[src/rtl/unified_cache_tag_array.sv]
// Tag array for the unified cache: tag/valid/round-robin storage, evict reporting, flush sequencer.
// Optional per-entry even parity is enabled with `define UNIFIED_CACHE_TAG_PARITY_EN.
module unified_cache_tag_array #(
    parameter int unsigned SINGLE_TAG_SIZE_IN_BITS = 20,
    parameter int unsigned NUMBER_WAYS             = 4,
    parameter int unsigned NUMBER_SETS             = 16,
    parameter int unsigned SET_PTR_WIDTH_IN_BITS   = 4,
    parameter int unsigned WAY_PTR_WIDTH_IN_BITS   = 2
) (
    input  logic                                           clk_in,
    input  logic                                           reset_in,
    input  logic [NUMBER_WAYS-1:0]                         way_select_in,
    input  logic                                           read_en_in,
    input  logic [SET_PTR_WIDTH_IN_BITS-1:0]               read_set_addr_in,
    output logic                                           read_valid_out,
    output logic [SINGLE_TAG_SIZE_IN_BITS*NUMBER_WAYS-1:0] read_pack_out,
    output logic [NUMBER_WAYS-1:0]                         read_valid_pack_out,
    output logic [NUMBER_WAYS-1:0]                         parity_error_out,
    input  logic                                           write_en_in,
    input  logic [SET_PTR_WIDTH_IN_BITS-1:0]               write_set_addr_in,
    input  logic [SINGLE_TAG_SIZE_IN_BITS-1:0]             write_tag_in,
    output logic                                           write_done_out,
    output logic [NUMBER_WAYS-1:0]                         evict_way_out,
    output logic [SINGLE_TAG_SIZE_IN_BITS-1:0]             evict_tag_out,
    output logic                                           evict_valid_out,
    input  logic                                           flush_in,
    output logic                                           busy_out
);

    localparam logic [SET_PTR_WIDTH_IN_BITS-1:0] LAST_SET =
        SET_PTR_WIDTH_IN_BITS'(NUMBER_SETS - 1);

    typedef enum logic [0:0] {StIdle, StFlush} state_e;

    state_e                           state_q, state_d;
    logic [SET_PTR_WIDTH_IN_BITS-1:0] flush_set_q, flush_set_d;

    logic [SINGLE_TAG_SIZE_IN_BITS-1:0] tag_mem_q [NUMBER_SETS][NUMBER_WAYS];
    logic [NUMBER_WAYS-1:0]             valid_q   [NUMBER_SETS];
    logic [WAY_PTR_WIDTH_IN_BITS-1:0]   rr_ptr_q  [NUMBER_SETS];
`ifdef UNIFIED_CACHE_TAG_PARITY_EN
    logic [NUMBER_WAYS-1:0]             parity_q  [NUMBER_SETS];
`endif

    logic                                           idle, read_acc, write_acc, use_rr;
    logic [NUMBER_WAYS-1:0]                         wr_set_valid, victim_onehot;
    logic [WAY_PTR_WIDTH_IN_BITS-1:0]               victim_idx;
    logic [SINGLE_TAG_SIZE_IN_BITS*NUMBER_WAYS-1:0] rd_pack;
    logic [NUMBER_WAYS-1:0]                         rd_valid, rd_perr;

    // ------------------------------------------------------------------ flush FSM
    always_comb begin
        state_d     = state_q;
        flush_set_d = flush_set_q;
        case (state_q)
            StIdle: begin
                if (flush_in) begin
                    state_d     = StFlush;
                    flush_set_d = '0;
                end
            end
            StFlush: begin
                flush_set_d = flush_set_q + 1'b1;
                if (flush_set_q == LAST_SET) begin
                    state_d = StIdle;
                end
            end
            default: state_d = StIdle;
        endcase
    end

    assign idle      = (state_q == StIdle);
    assign busy_out  = (state_q == StFlush);
    assign read_acc  = read_en_in & idle;
    assign write_acc = write_en_in & idle;

    // ------------------------------------------------------------------ victim select
    always_comb begin
        wr_set_valid = valid_q[write_set_addr_in];
        victim_idx   = rr_ptr_q[write_set_addr_in];
        use_rr       = 1'b1;
        // Downward scans so the lowest matching index wins.
        if (|way_select_in) begin
            use_rr = 1'b0;
            for (int i = NUMBER_WAYS - 1; i >= 0; i--) begin
                if (way_select_in[i]) victim_idx = WAY_PTR_WIDTH_IN_BITS'(i);
            end
        end else if (!(&wr_set_valid)) begin
            use_rr = 1'b0;
            for (int i = NUMBER_WAYS - 1; i >= 0; i--) begin
                if (!wr_set_valid[i]) victim_idx = WAY_PTR_WIDTH_IN_BITS'(i);
            end
        end
        victim_onehot = NUMBER_WAYS'(1) << victim_idx;
    end

    // ------------------------------------------------------------------ read path
    always_comb begin
        rd_valid = valid_q[read_set_addr_in];
        rd_perr  = '0;
        for (int w = 0; w < NUMBER_WAYS; w++) begin
            rd_pack[w*SINGLE_TAG_SIZE_IN_BITS +: SINGLE_TAG_SIZE_IN_BITS] =
                tag_mem_q[read_set_addr_in][w];
`ifdef UNIFIED_CACHE_TAG_PARITY_EN
            rd_perr[w] = rd_valid[w] &
                ((^tag_mem_q[read_set_addr_in][w]) != parity_q[read_set_addr_in][w]);
`endif
        end
        // Write-first bypass: a same-set write is visible to the concurrent read.
        if (write_acc && (write_set_addr_in == read_set_addr_in)) begin
            rd_pack[victim_idx*SINGLE_TAG_SIZE_IN_BITS +: SINGLE_TAG_SIZE_IN_BITS] = write_tag_in;
            rd_valid[victim_idx] = 1'b1;
            rd_perr[victim_idx]  = 1'b0;
        end
    end

    // ------------------------------------------------------------------ tag storage
    always_ff @(posedge clk_in) begin
        if (write_acc) begin
            tag_mem_q[write_set_addr_in][victim_idx] <= write_tag_in;
`ifdef UNIFIED_CACHE_TAG_PARITY_EN
            parity_q[write_set_addr_in][victim_idx]  <= ^write_tag_in;
`endif
        end
    end

    // ------------------------------------------------------------------ state and outputs
    always_ff @(posedge clk_in or posedge reset_in) begin
        if (reset_in) begin
            state_q             <= StIdle;
            flush_set_q         <= '0;
            for (int s = 0; s < NUMBER_SETS; s++) begin
                valid_q[s]  <= '0;
                rr_ptr_q[s] <= '0;
            end
            read_valid_out      <= 1'b0;
            read_pack_out       <= '0;
            read_valid_pack_out <= '0;
            parity_error_out    <= '0;
            write_done_out      <= 1'b0;
            evict_way_out       <= '0;
            evict_tag_out       <= '0;
            evict_valid_out     <= 1'b0;
        end else begin
            state_q        <= state_d;
            flush_set_q    <= flush_set_d;
            read_valid_out <= read_acc;
            write_done_out <= write_acc;
            if (busy_out) begin
                valid_q[flush_set_q] <= '0;
            end
            if (write_acc) begin
                valid_q[write_set_addr_in][victim_idx] <= 1'b1;
                if (use_rr) begin
                    rr_ptr_q[write_set_addr_in] <= rr_ptr_q[write_set_addr_in] + 1'b1;
                end
                evict_way_out   <= victim_onehot;
                evict_tag_out   <= tag_mem_q[write_set_addr_in][victim_idx];
                evict_valid_out <= wr_set_valid[victim_idx];
            end
            if (read_acc) begin
                read_pack_out       <= rd_pack;
                read_valid_pack_out <= rd_valid & ~rd_perr;
                parity_error_out    <= rd_perr;
            end
        end
    end

endmodule

[config.mk]
export PLATFORM = sky130hd
export DESIGN_NAME = unified_cache_tag_array
export DESIGN_NICKNAME = d
export VERILOG_FILES = /design/src/rtl/unified_cache_tag_array.sv
export SDC_FILE = /design/constraint.sdc
export NUM_CORES = 2
export LEC_CHECK = 0
export CAP_MARGIN = 20
export CORE_UTILIZATION = 32
export DETAILED_ROUTE_END_ITERATION = 6
export PLACE_DENSITY = 0.58
export SLEW_MARGIN = 20
export SYNTH_ARGS = -nofsm -noshare
export SYNTH_HDL_FRONTEND = slang
export SYNTH_SLANG_ARGS = --single-unit
[constraint.sdc]
create_clock -name clk_in -period 8.05 [get_ports clk_in]
set_input_delay 2.415 -clock clk_in [delete_from_list [all_inputs] [get_ports clk_in]]
set_output_delay 2.415 -clock clk_in [all_outputs]
set_load 0.02 [all_outputs]
# ---- Word-level counts from Yosys, hierarchy flattened
# Memories as Yosys holds them, arrays and structs flattened.
# Cells that the tools add are included.
dict set report word_totals {
  reg_bits 212
  mem_bits_rw 1280
  in_bits 37
  output_inout_bits 116
  word_cells 129
  n_memories 1
}
# name words width rd rd_ports_with_merged_regs wr line
set memory_table {}
lappend memory_table {tag_mem_q 16 80 2 0 1 38} ;# logic [SINGLE_TAG_SIZE_IN_BITS-1:0] tag_mem_q [NUMBER_SETS][NUMBER_WAYS];
dict set report op_classes {
  n_addsub 3
  mul 1
  order_cmp 9
  eq_ne 3
  n_shift 3
  muxes 49
  bitwise 11
  n_reduce_logical 8
}
# operator n
set ops {}
lappend ops {{80-bit 2-to-1 mux} 2}
lappend ops {{64-bit 2-to-1 mux} 2}
lappend ops {{80-bit bitwise mux} 1}
lappend ops {{20-bit by 34-bit variable shift with 80-bit output (first input constant)} 1}
lappend ops {{20-bit by 34-bit indexed part select with 80-bit output} 1}
lappend ops {{64-bit AND} 1}
lappend ops {{64-bit inverter} 1}
lappend ops {{64-bit OR} 1}
lappend ops {{20-bit 2-to-1 mux} 3}
lappend ops {{20-bit binary-select mux with 2-bit select} 1}
lappend ops {{20-bit demux with 2-bit select} 1}
lappend ops {{7-bit negation with 34-bit output} 1}
lappend ops {{4-bit binary-select mux with 4-bit select} 2}
lappend ops {{32-bit bitwise mux} 1}
lappend ops {{4-bit demux with 4-bit select} 2}
lappend ops {{4-bit 2-to-1 mux} 8}
lappend ops {{2-bit 2-to-1 mux} 13}
lappend ops {{5-bit >= comparator (second input constant)} 3}
lappend ops {{4-bit inverter with 5-bit output} 3}
lappend ops {{5-bit by 1-bit < comparator with 1-bit output (second input constant)} 2}
lappend ops {{2-bit binary-select mux with 4-bit select} 1}
lappend ops {{2-bit demux with 4-bit select} 1}
lappend ops {{4-bit one-hot mux with 2 select lines} 1}
lappend ops {{1-bit 2-to-1 mux} 7}
lappend ops {{22 further kinds} 27}

# ---- Depth between registers and ports, before layout
dict set report logic_depth {
  word_depth 18
  ltp_mapped 19
  mapped_depth_nobuf 15
}

# ---- Worst setup path before layout
# No wires, ideal clock.
dict set report synth_path {
  kind {input-to-reg}
  startpoint {input port write_set_addr_in[0]}
  endpoint {memory tag_mem_q[10][60] in the netlist's numbering (enable)}
  setup_time_ps 397
  t_arrival_ps 6310
  required_time_ps 7653
  setup_slack_ps 1343
  stages 14
  path_buffers 6
  path_cell_list {buf_6 -> buf_4 -> mux4_2 -> mux4_2 -> o311ai_1 -> a211oi_1 -> buf_2 -> buf_2 -> inv_1 -> ha_1 -> clkbuf_1 -> nand2_1 -> clkbuf_1 -> nor2_1}
}
dict set report synth_via {
  elab_chain_len 16
  word_cells_on_any_way 25
  cone_classes {2 x order compare; 19 x mux; 2 x bitwise; 2 x reduce/logical}
}
# item line
set synth_lines {}
lappend synth_lines {{start, declared} 20} ;# input logic [SET_PTR_WIDTH_IN_BITS-1:0] write_set_addr_in,
lappend synth_lines {{4-bit inverter with 5-bit output (not written as such)} {79, 80}}
lappend synth_lines {{2-bit binary-select mux with 4-bit select / 4-bit binary-select mux with 4-bit select (equally long branches)} {80, 79}}
lappend synth_lines {{2-bit 2-to-1 mux (not written as such) / 4-bit 2-to-1 mux (equally long branches) (2 in a row)} {80, 79}}
lappend synth_lines {{2-bit 2-to-1 mux (4 in a row)} 91} ;# if (!wr_set_valid[i]) victim_idx = WAY_PTR_WIDTH_IN_BITS'(i);
lappend synth_lines {{2-bit 2-to-1 mux} 88} ;# end else if (!(&wr_set_valid)) begin
lappend synth_lines {{2-bit 2-to-1 mux} 83} ;# if (|way_select_in) begin
lappend synth_lines {{2-bit inverter with 3-bit output (not written as such)} 120} ;# tag_mem_q[write_set_addr_in][victim_idx] <= write_tag_in;
lappend synth_lines {{3-bit >= comparator (not written as such) / 3-bit by 1-bit < comparator with 1-bit output (equally long branches)} 120}
lappend synth_lines {{1-bit logical AND (not written as such)} 120}
lappend synth_lines {{20-bit 2-to-1 mux (not written as such)} 120}
lappend synth_lines {{20-bit demux with 2-bit select} 120}
lappend synth_lines {{80-bit 2-to-1 mux (not written as such)} 120}
lappend synth_lines {{end, declared} 38}
# Parallel ways exist; a longest one is shown, timed or not. The select of a mux whose other input is x is not followed.

# ---- Worst setup path in the final report
dict set report layout_path {
  startpoint {input port write_set_addr_in[1]}
  endpoint {register read_pack_out[60]}
}
dict set report layout_via {
  elab_chain_len 15
  word_cells_on_any_way 26
  cone_classes {1 x add/sub; 1 x mul; 1 x eq/ne; 2 x shift; 18 x mux; 1 x bitwise; 2 x reduce/logical}
}
# item line
set layout_lines {}
lappend layout_lines {{4-bit inverter with 5-bit output (not written as such)} {79, 80}}
lappend layout_lines {{2-bit binary-select mux with 4-bit select / 4-bit binary-select mux with 4-bit select (equally long branches)} {80, 79}}
lappend layout_lines {{2-bit 2-to-1 mux (not written as such) / 4-bit 2-to-1 mux (equally long branches) (2 in a row)} {80, 79}}
lappend layout_lines {{2-bit 2-to-1 mux (4 in a row)} 91}
lappend layout_lines {{2-bit 2-to-1 mux} 88}
lappend layout_lines {{2-bit 2-to-1 mux} 83}
lappend layout_lines {{2-bit by 3-bit multiplier with 5-bit output} 111} ;# rd_pack[victim_idx*SINGLE_TAG_SIZE_IN_BITS +: SINGLE_TAG_SIZE_IN_BITS] = write_tag_in;
lappend layout_lines {{7-bit negation with 34-bit output} 111}
lappend layout_lines {{20-bit by 34-bit indexed part select with 80-bit output / 20-bit by 34-bit variable shift with 80-bit output (equally long branches)} 111}
lappend layout_lines {{80-bit bitwise mux} 111}
lappend layout_lines {{80-bit 2-to-1 mux *} 110} ;# if (write_acc && (write_set_addr_in == read_set_addr_in)) begin
lappend layout_lines {{end signal, assigned} 162} ;# read_pack_out <= rd_pack;
lappend layout_lines {{end, declared} 16} ;# output logic [SINGLE_TAG_SIZE_IN_BITS*NUMBER_WAYS-1:0] read_pack_out,
# Every way passes the cells marked *; elsewhere a longest branch is shown, timed or not. The select of a mux whose other input is x is not followed.
# A chain may end at the register's enable or synchronous reset.

==> out/results.md <==
Run status
- **result of the run** completed

Detailed routing
- **residual antenna-violating net count after detailed routing** 0
- **routed wire length** 237,000 um
- **post-detailed-route wirelength per cell** 35.8 um
- **final routed DRC violation total** 0
- **average vias per placed instance** 5.99
- **count of TritonRoute iterations in the first routing pass** 6
- **Via Count** 39.6k
- **number of DRC markers in iteration 0** 5,589

STA
- **final total negative setup slack** 0 ns
- **Slew HR** 23.4%
- **Worst-Margin Slew** 1.12 ns
- **time the final worst path needs with I/O delays and setup** 6.33 ns
- **unrepaired setup endpoints after global routing** false
- **worst setup margin** 1.72 ns
- **Setup-failing EPs final** 0
- **number of max-slew violations in the final report** 0
- **worst setup skew after layout** 0.0307 ns
- **Period Utilization, post-route** 78.6%
- **maximum clock rate** 158 MHz
- **endpoints failing hold** 0

Die
- **area of the core region** 215,000 um^2
- **Std-Cell Rows** 170
- **die boundary width** 467 um
- **die height** 467 um
- **number of primary I/O pins** 153
- **effective utilization at floorplan** 32.2%
- **full die area** 218,000 um^2

Worst hold path
- **class of the tightest hold or removal check** register to register
- **cell count of the worst hold path** 1

Power and ir drop
- **VDD IR max** 226 uV
- **Power, Total** 19.9 mW
- **Leakage Power** 26.1 nW
- **power density over cell area** 248 nW/um^2

Global routing
- **total gr overflow** 0
- **pin count of the biggest net entering global routing** 127
- **initial antenna violation count** 17
- **number of global-route vias before repair** 39.9k
- **GRT Overall Usage** 21.8%
- **wire length of the first global-routing pass** 329,000 um

Layout
- **final design area excluding fillers** 80,000 um^2
- **net total in the final layout** 3,686
- **proportion of layout cells with a drive suffix above 1** 36.5%
- **Layout area overhead** 15.8%
- **final design utilization** 37.3%

Placement
- **number of buffers added on ports** 148
- **Post-Place Setup Slack** 0.998 ns
- **placer's final routability congestion estimate** 0.961
- **total half-perimeter wirelength after legalization and detailed placement** 147,000 um
- **post-place instance area** 74,700 um^2

Clock network
- **TritonCTS clock tree** done
- **number of cells upsized or downsized after cts** 0
- **post-CTS clock slew at the launch and capture registers of the worst setup and hold paths** 0.06 ns
- **maximum root-to-sink buffer count** 3
- **CTS Buf Count** 161
- **worst-skew pair later-pin latency** 0.83 ns
- **CTS Hold Bufs** 0
- **buffers inserted by post-CTS timing repair** 0
- **total clock sinks** 1,492
- **# H-tree levels** 4
- **clock root buffer** sky130_fd_sc_hd__clkbuf_16

Synth
- **Post-synth EDFFs** 1,280
- **number of instances in the synthesized netlist** 3,434
- **share of the synthesized area in the top cell type** 55.6%
- **post-synthesis cell area** 69,100 um^2
- **Post-synth ARST share** 14.2%
- **average cell area after synthesis** 20.1 um^2
- **register area share after synthesis** 63.3%
- **most frequent cells after synthesis** 1,280 x sky130_fd_sc_hd__edfxtp_1, 831 x sky130_fd_sc_hd__mux4_2, 212 x sky130_fd_sc_hd__dfrtp_1, 173 x sky130_fd_sc_hd__clkbuf_1, 126 x sky130_fd_sc_hd__nor2_1
- **warning count from the yosys run** 0
- **top-count cell post-synth** sky130_fd_sc_hd__edfxtp_1
- **cell taking the most area after synthesis** sky130_fd_sc_hd__edfxtp_1
- **number of distinct library cells after synthesis** 58
- **dominant synthesized flop cell** sky130_fd_sc_hd__edfxtp_1
- **synth top area cells** sky130_fd_sc_hd__edfxtp_1 56%, sky130_fd_sc_hd__mux4_2 27%, sky130_fd_sc_hd__dfrtp_1 7.7%
- **register bit total from synthesis** 1,492

Worst setup path
- **endpoint class of the critical path** register
- **CP max FO** 59
- **Critical Path Start Type** primary input
- **type of the worst setup path** primary input to register
- **reg2reg setup slack** 3.45 ns
- **arrival time at the worst endpoint** 7.06 ns
- **data required time at the worst endpoint** 8.78 ns
- **R2R depth** 15

Flow run
- **Max Cap Violations** 0

## per-stage QoR
step / hold WS, ns / instances
floorplan: 0.461 / 3437
global placement: 0.467 / 6310
detailed placement: 0.472 / 6310
CTS: 0.486 / 6606
global route: 0.502 / 6609
finish: 0.480 / 6612
## worst max-delay path, cell delays in order
cell and delay, ns:
sky130_fd_sc_hd__buf_8 0.40, sky130_fd_sc_hd__mux4_2 0.58, sky130_fd_sc_hd__a22o_1 0.22, sky130_fd_sc_hd__nor2_4 0.38, sky130_fd_sc_hd__a211oi_1 0.14, sky130_fd_sc_hd__o21a_2 0.32
sky130_fd_sc_hd__inv_2 0.34, sky130_fd_sc_hd__ha_1 0.22, sky130_fd_sc_hd__buf_4 0.21, sky130_fd_sc_hd__inv_1 0.27, sky130_fd_sc_hd__nor3_1 0.67, sky130_fd_sc_hd__a22o_1 0.28
sky130_fd_sc_hd__a21oi_1 0.05, sky130_fd_sc_hd__mux2i_1 0.24, sky130_fd_sc_hd__a221oi_1 0.11, sky130_fd_sc_hd__nor2_1 0.13
## registers in the layout (all words and copies together) (netlist names)
name,flops
busy_out,1
flush_set_q,4
evict_tag_out,20
valid_q,64
read_valid_out,1
read_valid_pack_out,4
evict_way_out,4
tag_mem_q,1280
evict_valid_out,1
write_done_out,1
read_pack_out,80
rr_ptr_q,32
## routing by layer
layer,track usage (%),vias up,routed length [um]
li1,-,15277,-
met1,29.4,21765,93600
met2,33.2,2154,109000
met3,5.26,422,22300
met4,9.89,6,11900
met5,0,-,51
## final timing paths
| check | start | to |
|---|---|---|
| setup / recovery | write_set_addr_in[1] | read_pack_out[60] |
| hold / removal | evict_tag_out[15] | evict_tag_out[15] |
| setup reg to reg | rr_ptr_q[8] | read_pack_out[60] |
| hold reg to reg | evict_tag_out[15] | evict_tag_out[15] |
| max in group asynchronous | reset_in | evict_tag_out[15] |
| min in group asynchronous | reset_in | rr_ptr_q[12] |
## power breakdown
part | leakage, nW | switching (mW) | internal (mW) | total [mW]
Clock | 2.58 | 3.17 | 4.35 | 7.51
Sequential | 14.3 | 0.638 | 8.72 | 9.35
Combinational | 9.29 | 1.74 | 1.26 | 2.99
Total | 26.1 | 5.54 | 14.3 | 19.9
## logic make-up (layout without fill, tap and decap cells)
| family | Yosys count | in the layout | synth area share [%] |
|---|---|---|---|
| other | 1 | 8 | 0.00543 |
| adders and majority gates | 12 | 12 | 0.217 |
| and+or+nand+nor | 328 | 328 | 2.11 |
| DFF | 1492 | 1492 | 63.3 |
| xor gates and xnor gates | 7 | 7 | 0.0887 |
| buffers and inverters | 279 | 612 | 1.63 |
| AOI/OAI and AO/OA | 360 | 360 | 3.68 |
| muxes | 955 | 955 | 29.0 |
## cell type report
cell class	count	area (um^2)
Inverter	15	60.1
Clock inverter	100	1040
Sequential cell	1492	43700
Timing Repair Buffer	301	2790
Clock buffer	196	4240
Multi-Input combinational cell	1666	24600
Fill cell	19374	135000
Antenna cell	4	10.0
Tap cell	2838	3550
## placed cells by master (no fill, tap or decap), drive strengths merged, types with 20 or more instances in the layout
cell type / netlist / routed
mux2: 48 / 48
a211oi: 33 / 33
edfxtp: 1280 / 1280
mux2i: 76 / 76
clkbuf: 173 / 197
a21oi: 39 / 39
clkdlybuf4s50: 0 / 120
mux4: 831 / 831
nand2: 106 / 106
o22ai: 33 / 33
a21o: 76 / 76
buf: 91 / 180
nor2: 127 / 127
clkinv: 0 / 66
inv: 15 / 25
nor2b: 20 / 20
dfrtp: 212 / 212
o21ai: 60 / 60
a22oi: 32 / 32
Note: power is estimated with default switching activity, not from simulation.
